File: src/rtl/des_dec_key_schedule.sv
// DES key schedule for decryption: emits K16 down to K1 over a valid/ready handshake.
// The PC-1 halves are right-rotated after each transfer, undoing the encryption-order left shifts.
module des_dec_key_schedule (
    input  logic        clk,
    input  logic        rst,
    input  logic [63:0] key_in,
    input  logic        key_load,
    output logic        busy,
    output logic [47:0] subkey_out,
    output logic        subkey_valid,
    input  logic        subkey_ready,
    output logic [3:0]  round_idx,
    output logic        done
);

    typedef enum logic {IDLE, EMIT} state_t;

    // FIPS 46-3 tables, 1-based bit numbers with bit 1 as the MSB.
    localparam int PC1_TAB [56] = '{
        57, 49, 41, 33, 25, 17,  9,  1, 58, 50, 42, 34, 26, 18,
        10,  2, 59, 51, 43, 35, 27, 19, 11,  3, 60, 52, 44, 36,
        63, 55, 47, 39, 31, 23, 15,  7, 62, 54, 46, 38, 30, 22,
        14,  6, 61, 53, 45, 37, 29, 21, 13,  5, 28, 20, 12,  4
    };

    localparam int PC2_TAB [48] = '{
        14, 17, 11, 24,  1,  5,  3, 28, 15,  6, 21, 10,
        23, 19, 12,  4, 26,  8, 16,  7, 27, 20, 13,  2,
        41, 52, 31, 37, 47, 55, 30, 40, 51, 45, 33, 48,
        44, 49, 39, 56, 34, 53, 46, 42, 50, 36, 29, 32
    };

    state_t      state, state_next;
    logic [27:0] c_reg, d_reg, c_next, d_next;
    logic [3:0]  round, round_next;
    logic        done_next;
    logic        single_shift;

    function automatic logic [55:0] pc1(input logic [63:0] k);
        logic [55:0] r;
        r = '0;
        for (int i = 0; i < 56; i++) begin
            r[55-i] = k[64-PC1_TAB[i]];
        end
        return r;
    endfunction

    function automatic logic [47:0] pc2(input logic [55:0] cd);
        logic [47:0] r;
        r = '0;
        for (int i = 0; i < 48; i++) begin
            r[47-i] = cd[56-PC2_TAB[i]];
        end
        return r;
    endfunction

    // Round 16 is held as 4'd0, so decrementing from it lands naturally on 15.
    assign single_shift = (round == 4'd0) || (round == 4'd1) ||
                          (round == 4'd2) || (round == 4'd9);

    always_comb begin
        state_next   = state;
        c_next       = c_reg;
        d_next       = d_reg;
        round_next   = round;
        done_next    = 1'b0;
        busy         = 1'b0;
        subkey_valid = 1'b0;
        case (state)
            IDLE: begin
                if (key_load) begin
                    {c_next, d_next} = pc1(key_in);
                    round_next       = 4'd0;
                    state_next       = EMIT;
                end
            end
            EMIT: begin
                busy         = 1'b1;
                subkey_valid = 1'b1;
                if (subkey_ready) begin
                    if (round == 4'd1) begin
                        state_next = IDLE;
                        done_next  = 1'b1;
                    end else begin
                        if (single_shift) begin
                            c_next = {c_reg[0], c_reg[27:1]};
                            d_next = {d_reg[0], d_reg[27:1]};
                        end else begin
                            c_next = {c_reg[1:0], c_reg[27:2]};
                            d_next = {d_reg[1:0], d_reg[27:2]};
                        end
                        round_next = round - 4'd1;
                    end
                end
            end
            default: state_next = IDLE;
        endcase
    end

    always_ff @(posedge clk) begin
        if (rst) begin
            state <= IDLE;
            c_reg <= '0;
            d_reg <= '0;
            round <= '0;
            done  <= 1'b0;
        end else begin
            state <= state_next;
            c_reg <= c_next;
            d_reg <= d_next;
            round <= round_next;
            done  <= done_next;
        end
    end

    assign subkey_out = pc2({c_reg, d_reg});
    assign round_idx  = round;

endmodule
File: config.mk
export PLATFORM = sky130hd
export DESIGN_NAME = des_dec_key_schedule
export DESIGN_NICKNAME = d
export VERILOG_FILES = /design/src/rtl/des_dec_key_schedule.sv
export SDC_FILE = /design/constraint.sdc
export NUM_CORES = 1
export LEC_CHECK = 0
export ABC_AREA = 1
export CAP_MARGIN = 20
export CELL_PAD_IN_SITES_DETAIL_PLACEMENT = 1
export CELL_PAD_IN_SITES_GLOBAL_PLACEMENT = 1
export CORE_MARGIN = 2
export CORE_UTILIZATION = 33
export CTS_CLUSTER_SIZE = 16
export DETAILED_ROUTE_END_ITERATION = 16
export GPL_TIMING_DRIVEN = 0
export PLACE_DENSITY_LB_ADDON = 0.08
export SYNTH_ARGS = -nofsm -noshare
export SYNTH_HDL_FRONTEND = slang
export SYNTH_SLANG_ARGS = --single-unit
export TNS_END_PERCENT = 1
File: constraint.sdc
create_clock -name clk -period 2 [get_ports clk]
set_clock_uncertainty 0.2 [all_clocks]
set_input_delay 0.3 -clock clk [delete_from_list [all_inputs] [get_ports clk]]
set_output_delay 0.3 -clock clk [all_outputs]
set_load 0.01 [all_outputs]
==> results.toml <==
[outcome]
status = "finished, final reports clean"

[floorplan]
rows = 41
start_util_pct = 34.2
die_w_um = 119
dieHeight_um = 119
io_pins = 123
core_mm2 = 0.0127
dieArea_mm2 = 0.0141

[placed_design]
post-place-ws_ns = -0.149
port_buffers = 113
place_congestion = 0.807
placed_area_mm2 = 0.00569
dpl.hpwl_um = 10200

[grt]
grt_pass1_vias = 4884
grt_pass1_wl_um = 23300
grt_use_total_pct = 19.9
grt_max_degree = 11
antenna_found_initial = 0
grt-ovfl-total = 0

[cells_and_area]
area_growth_pct = 38.7
drive_above_1_share_pct = 14.9
finish.instance_area_mm2 = 0.00603
seqCellArea_mm2 = 0.00125
fillers = 1762
diodes = 0
multi_input_comb_area_mm2 = 0.00199
fin_nets = 902
utilization_pct = 47.4

[detailed_routing]
vias = 4733
drtIter0Drc = 225
viasPerCell = 4.70
wl_um = 13800
wl_per_cell_um = 13.7
dr.pass1.iters = 4
drc_errors = 0
ant_nets = 0

[clocking]
cts_root_buffer = "clkbuf_16"
insertion_delay_ns = 0.33
cts_tree = "done"
cts_sinks = 62
htreeDepth = 3
clkTransAtPathRegs_ns = 0.05
cts_setup_buffers = 0
clk_path_buf_depth = 2
cts_buffers = 9

[worst_setup_path]
r2r-start = "round_idx[0]$_SDFFE_PP0P_"
reg2reg_depth = 11
cp-start-kind = "flip-flop"
cp_max_fo = 5
r2r-end = "c_reg[10]$_SDFFE_PP0P_"
slowest_delay_ns = 0.53
critPathCaptureType = "output port"
critPathSlowestCell = "clkdlybuf4s50_1"
cp_top_family = "buffers and inverters"
r2r_slack_ns = 0.17
cp.required_ns = 1.50
worstPathArrival_ns = 1.42
critPathBufInv = 2
worst-setup-path-type = "reg -> out"
cp_cell_sequence = "buf_4 -> clkdlybuf4s50_1"

[power]
ir_drop_mv = 0.386
power_density_mw_per_mm2 = 752
leakage_nw = 2.85
total_power_w = 0.00453

[hold_path]
min-delay-start = "round_idx[0]$_SDFFE_PP0P_"
holdPathEnd = "round_idx[0]$_SDFFE_PP0P_"
hold_class = "reg -> reg"
min_path_cells = 1

[synth]
synthDistinctLibCells = 23
ys.warnings.count = 0
ys_ff_latch = 62
syn_nets = 778
seq_area_frac_synth_pct = 28.6
synth.cell_area_mm2 = 0.00435
avgSynthCellArea_um2 = 6.15
synthCells = 706

[timing]
grt_setup_unrepaired = "false"
worst_pin_slew_ns = 0.591
slew_headroom_pct = 60.6
setup_violations = 0
slew_violations = 0
max_freq_ghz = 0.520
hold_viol_final = 0
fin_ws_ns = 0.0757
period_needed_ns = 1.92
fin_crit_sh_pct = 96.2

[job]
cap_violations = 0
==> cells in the mapped netlist <==
master,instances,area share [%]
o21ai_0,1,0.12
o221ai_1,1,0.20
clkbuf_1,14,1.2
buf_4,51,8.8
nand2_2,2,0.29
nand2_4,1,0.26
a21oi_1,55,6.3
inv_1,114,9.8
nand2_1,175,15
a21oi_2,4,0.81
nand3_1,164,19
nor2_2,2,0.29
o21a_1,1,0.17
nor3_1,2,0.23
clkinv_1,3,0.26
nor2_1,5,0.43
ha_1,4,1.2
buf_2,25,2.9
dfxtp_1,62,29
buf_8,2,0.69
inv_2,6,0.52
buf_6,6,1.6
nand3_2,6,1.4
==> layout make-up <==
type	count	share of cell area [%]
inverter	123	7.66
clock inverter	4	0.748
sequential	62	20.7
clock buffer	12	4.26
timing repair buffer	113	18.8
buffer	98	11.3
multi-input combinational	423	33.0
tap	172	3.57
==> where the power goes <==
group | internal, W | switching, W | total (W)
Clock | 0.00103 | 0.000566 | 0.00159
Sequential | 0.00134 | 0.0000896 | 0.00143
Combinational | 0.000703 | 0.000804 | 0.00151
Total | 0.00307 | 0.00146 | 0.00453
==> metal layers <==
layer / part of all wire (%) / vias to the layer above / wire length, um / track usage [%]
met5: 0 / - / 0 / 0
li1: - / 2397 / - / -
met4: 1.3 / 0 / 184 / 6.10
met2: 48 / 86 / 6620 / 33.6
met1: 47 / 2237 / 6550 / 25.9
met3: 3.6 / 13 / 497 / 3.23
==> worst reg2reg max path, cell delays in order, from the launching register on <==
cell and delay (ns):
dfxtp_4 0.36, inv_1 0.10, ha_1 0.16, inv_1 0.04, nand2_1 0.06, nand2_2 0.06, nand2_1 0.09, buf_6 0.15
buf_2 0.23, nand2_1 0.08, nand3_1 0.08, a21oi_1 0.07
==> placed cells by master (no fill, tap or decap), drive strengths merged <==
cell           instances
nor2                   7
buf                   81
o21a                   1
a21oi                 59
clkinv                 6
bufinv                 1
nor3                   2
nand2                178
o221ai                 1
o21ai                  1
clkbuf                29
nand3                170
ha                     4
clkdlybuf4s50        113
dfxtp                 62
inv                  120
==> per-stage QoR <==
| step | std cells | setup TNS (ns) | hold WS [ns] |
|---|---|---|---|
| 2_1_floorplan | 706 | 0 | 0.267 |
| 3_3_place_gp | 991 | -3.45 | 0.309 |
| 3_5_place_dp | 991 | -5.04 | 0.323 |
| 4_1_cts | 1007 | 0 | 0.347 |
| 5_1_grt | 1007 | 0 | 0.287 |
| 6_report | 1007 | 0 | 0.276 |
==> how the worst max path moves through the flow <==
stage | startpoint | end | slack (ns) | cells after the start
detailed placement | key_load | d_reg[1]$_SDFFE_PP0P_ | -0.15 | 9
finish | state$_SDFF_PP0_ | subkey_valid | 0.08 | 2
global placement | key_load | d_reg[1]$_SDFFE_PP0P_ | -0.14 | 9
floorplan | round_idx[0]$_SDFFE_PP0P_ | d_reg[2]$_SDFFE_PP0P_ | 0.23 | 10
CTS | round_idx[1]$_SDFFE_PP0P_ | d_reg[5]$_SDFFE_PP0P_ | 0.03 | 8
global route | round_idx[0]$_SDFFE_PP0P_ | d_reg[15]$_SDFFE_PP0P_ | 0.008 | 11
==> cells by family (layout without fill, tap and decap cells) <==
kind of cell | Yosys count | in the layout | share of synthesized area (%)
AO/OA/AOI/OAI | 62 | 62 | 7.63
adder cells (fa/ha/maj) | 4 | 4 | 1.15
buffers and inverters | 221 | 350 | 25.8
flip-flops | 62 | 62 | 28.6
AND/OR/NAND/NOR | 357 | 357 | 36.9
==> timing repair <==
action	in CTS	in global routing
hold endpoints to repair	0	0
gates resized for setup	5	11
setup endpoints to repair	40	50
hold buffers	0	0
pin swaps	0	0
(Power assumes the default switching activity.)
